===== src/rtl/sprite_ram_ctrl.sv =====
// Sprite RAM controller: renders a 2**(ADDR_WIDTH/2)-square sprite and owns the RAM write port.
// Latency: x,y -> spr_on/spr_color in 2 cycles; host write -> RAM write port in 1 cycle; fill takes 2**ADDR_WIDTH cycles.
// Backpressure: host_ready drops while fill_start is asserted and during a fill; render path never stalls.
//
// Ports:
//   clk, reset               clock and async active-high reset
//   frame_start              latches org_x/org_y (and mirror) for the coming frame
//   org_x, org_y, x, y       sprite origin and current scan position (10-bit pixels)
//   video_on                 scan is in the visible area
//   mirror                   horizontal flip, honoured only when SPRITE_MIRROR_EN is defined
//   ram_addr_r / ram_dout    RAM read port (1-cycle read latency)
//   ram_we/addr_w/din        RAM write port (registered)
//   spr_on, spr_color        opaque-pixel flag and color index
//   host_valid/addr/data,    single-entry host write handshake
//   host_ready
//   fill_start, fill_color,  bulk fill of the whole RAM with one color
//   fill_busy, fill_done
// Build option: define SPRITE_MIRROR_EN to enable horizontal mirroring.
module sprite_ram_ctrl #(
  parameter int ADDR_WIDTH = 10,
  parameter int DATA_WIDTH = 2
) (
  input  logic                  clk,
  input  logic                  reset,
  input  logic                  frame_start,
  input  logic [9:0]            org_x,
  input  logic [9:0]            org_y,
  input  logic [9:0]            x,
  input  logic [9:0]            y,
  input  logic                  video_on,
  input  logic                  mirror,
  output logic [ADDR_WIDTH-1:0] ram_addr_r,
  input  logic [DATA_WIDTH-1:0] ram_dout,
  output logic                  ram_we,
  output logic [ADDR_WIDTH-1:0] ram_addr_w,
  output logic [DATA_WIDTH-1:0] ram_din,
  output logic                  spr_on,
  output logic [DATA_WIDTH-1:0] spr_color,
  input  logic                  host_valid,
  input  logic [ADDR_WIDTH-1:0] host_addr,
  input  logic [DATA_WIDTH-1:0] host_data,
  output logic                  host_ready,
  input  logic                  fill_start,
  input  logic [DATA_WIDTH-1:0] fill_color,
  output logic                  fill_busy,
  output logic                  fill_done
);

  localparam int                  HALF = ADDR_WIDTH / 2;
  localparam logic [9:0]          SIDE = 10'(1 << HALF);
  localparam logic [ADDR_WIDTH-1:0] LAST = '1;

  // ---------------- render path ----------------
  logic [9:0] org_x_lat, org_y_lat;
  logic [9:0] col, row;
  logic       hit, hit_d;
  logic [HALF-1:0] col_idx;

  always_ff @(posedge clk or posedge reset) begin
    if (reset) begin
      org_x_lat <= '0;
      org_y_lat <= '0;
    end else if (frame_start) begin
      org_x_lat <= org_x;
      org_y_lat <= org_y;
    end
  end

  // Unsigned wrap makes pixels left/above the origin land far above SIDE, so one compare suffices.
  assign col = x - org_x_lat;
  assign row = y - org_y_lat;
  assign hit = video_on && (col < SIDE) && (row < SIDE);

`ifdef SPRITE_MIRROR_EN
  logic mirror_lat;
  always_ff @(posedge clk or posedge reset) begin
    if (reset)            mirror_lat <= 1'b0;
    else if (frame_start) mirror_lat <= mirror;
  end
  // (SIDE-1) - c equals the bitwise inverse of c over HALF bits.
  assign col_idx = mirror_lat ? ~col[HALF-1:0] : col[HALF-1:0];
`else
  logic mirror_unused;
  assign mirror_unused = mirror;
  assign col_idx = col[HALF-1:0];
`endif

  assign ram_addr_r = {row[HALF-1:0], col_idx};

  // hit is delayed one cycle to line up with ram_dout, then the result is registered.
  always_ff @(posedge clk or posedge reset) begin
    if (reset) begin
      hit_d     <= 1'b0;
      spr_on    <= 1'b0;
      spr_color <= '0;
    end else begin
      hit_d     <= hit;
      spr_on    <= hit_d && (ram_dout != '0);
      spr_color <= (hit_d && (ram_dout != '0)) ? ram_dout : '0;
    end
  end

  // ---------------- write FSM ----------------
  typedef enum logic {IDLE, FILL} state_t;

  state_t                state_q, state_d;
  logic                  we_d, done_d;
  logic [ADDR_WIDTH-1:0] addr_d;
  logic [DATA_WIDTH-1:0] din_d, color_q, color_d;

  // ram_addr_w doubles as the fill counter: during FILL it always holds the address being written.
  always_ff @(posedge clk or posedge reset) begin
    if (reset) begin
      state_q    <= IDLE;
      ram_we     <= 1'b0;
      ram_addr_w <= '0;
      ram_din    <= '0;
      fill_done  <= 1'b0;
      color_q    <= '0;
    end else begin
      state_q    <= state_d;
      ram_we     <= we_d;
      ram_addr_w <= addr_d;
      ram_din    <= din_d;
      fill_done  <= done_d;
      color_q    <= color_d;
    end
  end

  always_comb begin
    state_d    = state_q;
    we_d       = 1'b0;
    addr_d     = ram_addr_w;
    din_d      = ram_din;
    done_d     = 1'b0;
    color_d    = color_q;
    host_ready = 1'b0;
    fill_busy  = 1'b0;
    case (state_q)
      IDLE: begin
        host_ready = !fill_start;
        if (fill_start) begin
          state_d = FILL;
          color_d = fill_color;
          we_d    = 1'b1;
          addr_d  = '0;
          din_d   = fill_color;
        end else if (host_valid) begin
          we_d   = 1'b1;
          addr_d = host_addr;
          din_d  = host_data;
        end
      end
      FILL: begin
        fill_busy = 1'b1;
        if (ram_addr_w == LAST) begin
          state_d = IDLE;
          done_d  = 1'b1;
        end else begin
          we_d   = 1'b1;
          addr_d = ram_addr_w + 1'b1;
          din_d  = color_q;
        end
      end
      default: state_d = IDLE;
    endcase
  end

endmodule


===== config.mk =====
export PLATFORM = sky130hd
export DESIGN_NAME = sprite_ram_ctrl
export DESIGN_NICKNAME = d
export VERILOG_FILES = /design/src/rtl/sprite_ram_ctrl.sv
export SDC_FILE = /design/constraint.sdc
export NUM_CORES = 1
export LEC_CHECK = 0
export BUFFER_PORTS_ARGS = -buffer_cell sky130_fd_sc_hd__buf_4
export CORE_MARGIN = 8
export CORE_UTILIZATION = 30
export DETAILED_ROUTE_END_ITERATION = 12
export GPL_ROUTABILITY_DRIVEN = 1
export GPL_TIMING_DRIVEN = 0
export PLACE_DENSITY_LB_ADDON = 0.25
export REMOVE_ABC_BUFFERS = 1
export SLEW_MARGIN = 20
export SYNTH_ARGS = -nofsm -noshare
export SYNTH_HDL_FRONTEND = slang
export SYNTH_SLANG_ARGS = --single-unit

===== constraint.sdc =====
create_clock -name clk -period 6.4 [get_ports clk]
set_input_delay 0 -clock clk [delete_from_list [all_inputs] [get_ports clk]]
set_output_delay 0 -clock clk [all_outputs]
set_load 0.005 [all_outputs]

==> flow_summary.yaml, run 1 <==
status:
  status: "complete, no violations"
synth:
  synth.avg_cell_area_um2: 8.78
  syn-cell-area_um2: 2620
  synth-seq-cells: 41
  yosys.area.top_type: "dfrtp_1"
  synthArstFlopShare_pct: 100
  ys_warn_count: 0
  synth-main-ff-cell: "dfrtp_1"
  synth_edf_count: 0
  syn_inst: 298
  yosysSeqAreaShare_pct: 39.2
  synth_top_area_share_pct: 39.2
  synth_cell_type_count: 46
  synth_area_leaders: "dfrtp_1 39%, ha_1 9.1%, o21ai_0 5.0%"
placement:
  io_buffers: 90
  place_inst: 489
  finalWeightedCongestion: 0.728
  dp_hpwl_um: 5410
finish:
  layout.nets: 504
  drive_gt1_share_pct: 26.2
  multiInputGateArea_um2: 1430
  stdcell_count: 528
  diodes: 0
  final_util_pct: 44.6
  layout_common_cells: "90 x buf_4, 41 x dfrtp_1, 33 x inv_1, 32 x dlygate4sd3_1, 31 x nand2_1"
  syn_to_final_growth_pct: 46.3
  n_fill_cell: 892
  seq_area_um2: 1030
  final_common_cell: "buf_4"
setup_path:
  cp-start-kind: "register"
  crit_slowest_cell: "nor2_1"
  critPathMaxStageDelay_ns: 0.83
  endpoint_kind: "register"
  critical_path_class: "reg2reg"
  cp_top_family: "simple AND/OR/NAND/NOR gates"
  worst-path-buf-inv: 1
  path_max_fanout: 23
  crit_start: "state_q"
  worstPathCellList: "nor2_1 -> nand2_1 -> nand2_1 -> inv_2 -> a21oi_1 -> nor2_1"
  timing.rr.start: "state_q"
  critPathArrivalTime_ns: 2.87
  worstPathRequired_ns: 6.57
die:
  initial_core_util_pct: 30.5
  row_count: 34
  die_width_um: 109
  core-area_um2: 8590
  die_h_um: 109
  io_pins: 92
  dieArea_um2: 12000
drt:
  ant_nets: 0
  wl_per_cell_um: 13.3
  via_per_inst: 4.74
  drc: 0
  routed_wl_um: 7040
  drt-initial-drc-count: 94
  first_pass_iters: 4
  vias: 2503
global_route:
  antenna_found_initial: 0
  grt_pass1_wl_um: 11200
  grt_max_degree: 37
  grt.total_usage_pct: 11.5
  grt_pass1_vias: 2515
  grt_remaining_overflow: 0
clock_tree:
  cts.clk_slew.worst_paths_ns: 0.08
  cts_resized: 0
  clk_root_buffer_cell: "clkbuf_8"
  cts_htree_levels: 2
  clk_latency_ns: 0.29
  cts_hold_buf: 32
  cts_buffer_depth: 2
  cts-buffers-inserted: 5
  cts_setup_buffers: 0
  clock_sinks: 41
  cts_tree: "built"
power:
  switching_power_mw: 0.285
  clkPwrFrac_pct: 20.8
  fin_total_pwr_mw: 0.854
  leakagePower_nw: 1.88
  p_int_mw: 0.569
  p_comb_share_pct: 38.3
  irDropWorstVdd_mv: 0.0905
  swShare_pct: 33.3
  pwr-share-seq_pct: 40.9
  p_per_area_nw_per_um2: 223
sta:
  fmax_mhz: 370
  post-route-period-util_pct: 42.2
  drv_slew: 0
  setup-violations-final: 0
  tightest_slew_ns: 0.934
  grt_setup_unrepaired: "no"
  hold_viol: 0
  slew_headroom_pct: 37.5
  whs_ns: 0.0245
  finClkSkew_ns: 0.00593
  tns_ns: 0
  finalCriticalPeriod_ns: 2.70
min_path:
  min_path_type: "in2reg"
  hold_start: "host_addr[3]"
run:
  cap_viol_max_count: 0
-- synthesized netlist by cell type, drive strengths merged, types with 3 or more instances --
cell    number
a221oi       5
nand3        5
o211ai       3
nor2b        5
nor3         5
ha          19
dfrtp       41
inv         36
o21ai       34
a31oi        3
a21o         3
o21a         6
mux2         6
clkbuf       7
nand4        3
xor2         4
nand2b       4
nor2        16
nand2       31
a21oi       23
xnor2        8
-- worst reg2reg max path: stages, from the launching register on --
cell     delay [ns]
dfrtp_1        0.64
nor2_1         0.84
nand2_1        0.27
nand2_1        0.49
inv_2          0.15
a21oi_1        0.15
nor2_1         0.05
-- per-stage QoR --
step                      cell area (um2)  worst slack (ns)
final                                3830              3.70
after floorplan                      2590              4.06
after global routing                 3830              3.51
after CTS                            3830              3.67
after global placement               3400              3.72
after detailed placement             3420              3.72
-- final timing paths --
path | endpoint | slack [ns] | cells after the start
max in group asynchronous | spr_on | 5.69 | 4
min in group asynchronous | ram_we | 0.25 | 3
min | ram_addr_w[3] | 0.02 | 3
max | ram_addr_w[5] | 3.70 | 6
max reg2reg | ram_addr_w[5] | 3.70 | 6
min reg2reg | ram_din[0] | 0.50 | 2
-- kinds of logic after synthesis --
logic type / Yosys count / share of synthesized area, %
AOI/OAI and AO/OA: 93 / 22.3
xor gates and xnor gates: 12 / 4.02
adders and majority gates: 21 / 10.6
buffers and inverters: 44 / 6.31
DFF: 41 / 39.2
muxes: 8 / 3.35
and+or+nand+nor: 79 / 14.2
-- power by group through the flow --
stage	logic (mW)	registers (mW)	clock network [mW]
after floorplan	0.173	0.346	0
after global placement	0.310	0.352	0
after detailed placement	0.317	0.353	0
after CTS	0.333	0.348	0.190
after global routing	0.368	0.356	0.196
final	0.327	0.349	0.177
-- area by class of cell --
class | instances | area share [%]
multi-input cells | 213 | 37.3
flip-flops and latches | 41 | 26.8
repair buffers | 123 | 26.5
inverters | 36 | 3.53
well taps | 108 | 3.53
clock buffers | 6 | 2.16
clock inverters | 1 | 0.196
-- state kept, by name, summed over array words and instances (netlist names) --
name,flops
color_q,2
fill_done,1
hit_d,1
org_x_lat,10
org_y_lat,10
ram_addr_w,10
ram_din,2
ram_we,1
spr_color,2
spr_on,1
state_q,1
-- layer usage --
layer,global-route usage [%],vias to the layer above,share of wire [%]
met5,0,-,0
li1,-,1281,-
met4,3.18,0,1.1
met3,2.99,5,5.9
met1,13.7,1160,43
met2,19.9,57,50
Note: power is estimated with default switching activity, not from simulation.
==> inputs of run 2 (changes only) <==
- clock period: 6.4 -> 2.75 ns (I/O delays scaled with it)
==> run 2 against run 1 <==
Net effect:
- utilization rose by 0.087 points
- clock power rose by 130%
- clock skew barely moved
- via count fell by 0.44%
- largest power group unchanged
- highest routed layer unchanged
==> flow_summary.yaml, run 2 (synthesis results as in run 1) <==
drt:
  highest_layer: "met4"
  ant_nets: 0
  vias: 2492
  via_per_inst: 4.72
  m1WireLength_um: 3050
  routed_wl_um: 7040
  drc: 0
  first_pass_iters: 4
  routed-wl-met2_um: 3490
  met3_wirelength_um: 415
  drt-initial-drc-count: 83
  wl_per_cell_um: 13.3
setup_path:
  reg2reg_depth: 8
  endpoint_kind: "register"
  critPathMaxStageDelay_ns: 0.40
  crit_slowest_cell: "fa_1"
  worstPathRequired_ns: 2.93
  critPathArrivalTime_ns: 2.71
  critical_path_class: "reg2reg"
  worstPathCellList: "ha_1 -> fa_1 -> nand2b_1 -> a21oi_2 -> o21ai_0 -> a2111oi_1 -> o211ai_1 -> a2111oi_2"
  path_max_fanout: 4
  cp-start-kind: "register"
die:
  core-area_um2: 8590
  row_count: 34
  die_width_um: 109
  dieArea_um2: 12000
  initial_core_util_pct: 30.5
  io_pins: 92
  die_h_um: 109
clock_tree:
  cts_buffer_depth: 2
  cts-buffers-inserted: 5
  cts.clk_slew.worst_paths_ns: 0.08
  cts_htree_levels: 2
  cts_tree: "built"
  clk_root_buffer_cell: "clkbuf_8"
  clock_sinks: 41
  clk_latency_ns: 0.29
global_route:
  grt.total_usage_pct: 11.5
  grt_max_degree: 37
  antenna_found_initial: 0
  grt_pass1_wl_um: 11200
  grt_remaining_overflow: 0
  grt_pass1_vias: 2515
power:
  irDropWorstVdd_mv: 0.211
  p_per_area_nw_per_um2: 519
  leakagePower_nw: 1.88
sta:
  whs_ns: 0.0234
  tightest_slew_ns: 0.712
  finClkSkew_ns: 0.00545
  slew_headroom_pct: 52.6
  setup-violations-final: 0
  drv_slew: 0
  tns_ns: 0
  post-route-period-util_pct: 92.2
  finalCriticalPeriod_ns: 2.54
  grt_setup_unrepaired: "no"
  hold_viol: 0
  fmax_mhz: 394
min_path:
  holdPathStages: 3
  min_path_type: "in2reg"
placement:
  dp_hpwl_um: 5410
  finalWeightedCongestion: 0.728
  io_buffers: 90
finish:
  multiInputGateArea_um2: 1430
  n_fill_cell: 892
  drive_gt1_share_pct: 26.7
  reg.largest.list: "org_x_lat (10), org_y_lat (10), ram_addr_w (10)"
  layout.nets: 504
  syn_to_final_growth_pct: 46.6
  final_common_cell: "buf_4"
  layout_common_cells: "90 x buf_4, 41 x dfrtp_1, 33 x inv_1, 32 x dlygate4sd3_1, 31 x nand2_1"
  seq_area_um2: 1030
  diodes: 0
status:
  status: "complete, no violations"
run:
  cap_viol_max_count: 0
==> run 2: cell counts in the layout (fill, tap and decap cells not counted) <==
No cell type changed its count.
==> run 2: final cells by class <==
| type | instances | area share (%) |
|---|---|---|
| repair buffers | 123 | 26.5 |
| well taps | 108 | 3.52 |
| inverters | 36 | 3.52 |
| clock inverters | 1 | 0.196 |
| multi-input cells | 213 | 37.4 |
| clock buffers | 6 | 2.15 |
| flip-flops and latches | 41 | 26.7 |
==> run 2: worst paths after layout <==
kind	startpoint	slack, ns	to
worst max-delay path	org_x_lat[0]	0.21	hit_d
worst min-delay path	host_addr[3]	0.02	ram_addr_w[3]
worst max register to register	org_x_lat[0]	0.21	hit_d
worst min register to register	ram_din[0]	0.50	ram_din[0]
max in group asynchronous	reset	2.04	spr_on
min in group asynchronous	reset	0.25	ram_we
==> run 2: per-layer routing <==
layer	track usage, %	up-vias
met1	13.7	1155
li1	-	1280
met3	2.99	5
met5	0	-
met2	19.9	52
met4	3.18	0
==> run 2: per-stage QoR <==
step / util [%] / area (um2) / setup slack, ns / power [mW] / instances
4_1_cts: 44.6 / 3830 / 0.0177 / 2.03 / 528
3_3_place_gp: 39.5 / 3400 / 0.0671 / 1.54 / 488
5_1_grt: 44.6 / 3840 / 0.0248 / 2.14 / 528
3_5_place_dp: 39.8 / 3420 / 0.0686 / 1.56 / 489
6_report: 44.6 / 3840 / 0.215 / 1.99 / 528
2_1_floorplan: - / 2590 / 0.415 / 1.21 / 290
==> run 2: power breakdown <==
| group | leakage (nW) | switching (mW) | internal [mW] |
|---|---|---|---|
| Clock | 0.0433 | 0.215 | 0.199 |
| Sequential | 0.499 | 0.108 | 0.705 |
| Combinational | 1.33 | 0.342 | 0.422 |
| Total | 1.88 | 0.665 | 1.33 |
==> run 2: critical path, delay by kind of cell, from the launching register on <==
kind / cells / cell delay, ns
and+or+nand+nor: 1 / 0.20
adders and majority gates: 2 / 0.61
AOI/OAI and AO/OA: 5 / 1.22
DFF: 1 / 0.39
==> run 2: what timing repair did <==
| action | CTS | global route |
|---|---|---|
| endpoints found under the hold margin | 46 | 0 |
| setup buffers | 0 | 0 |
| resized for setup | 0 | 3 |
| endpoints found under the setup margin | 0 | 4 |
| hold buffers | 32 | 0 |
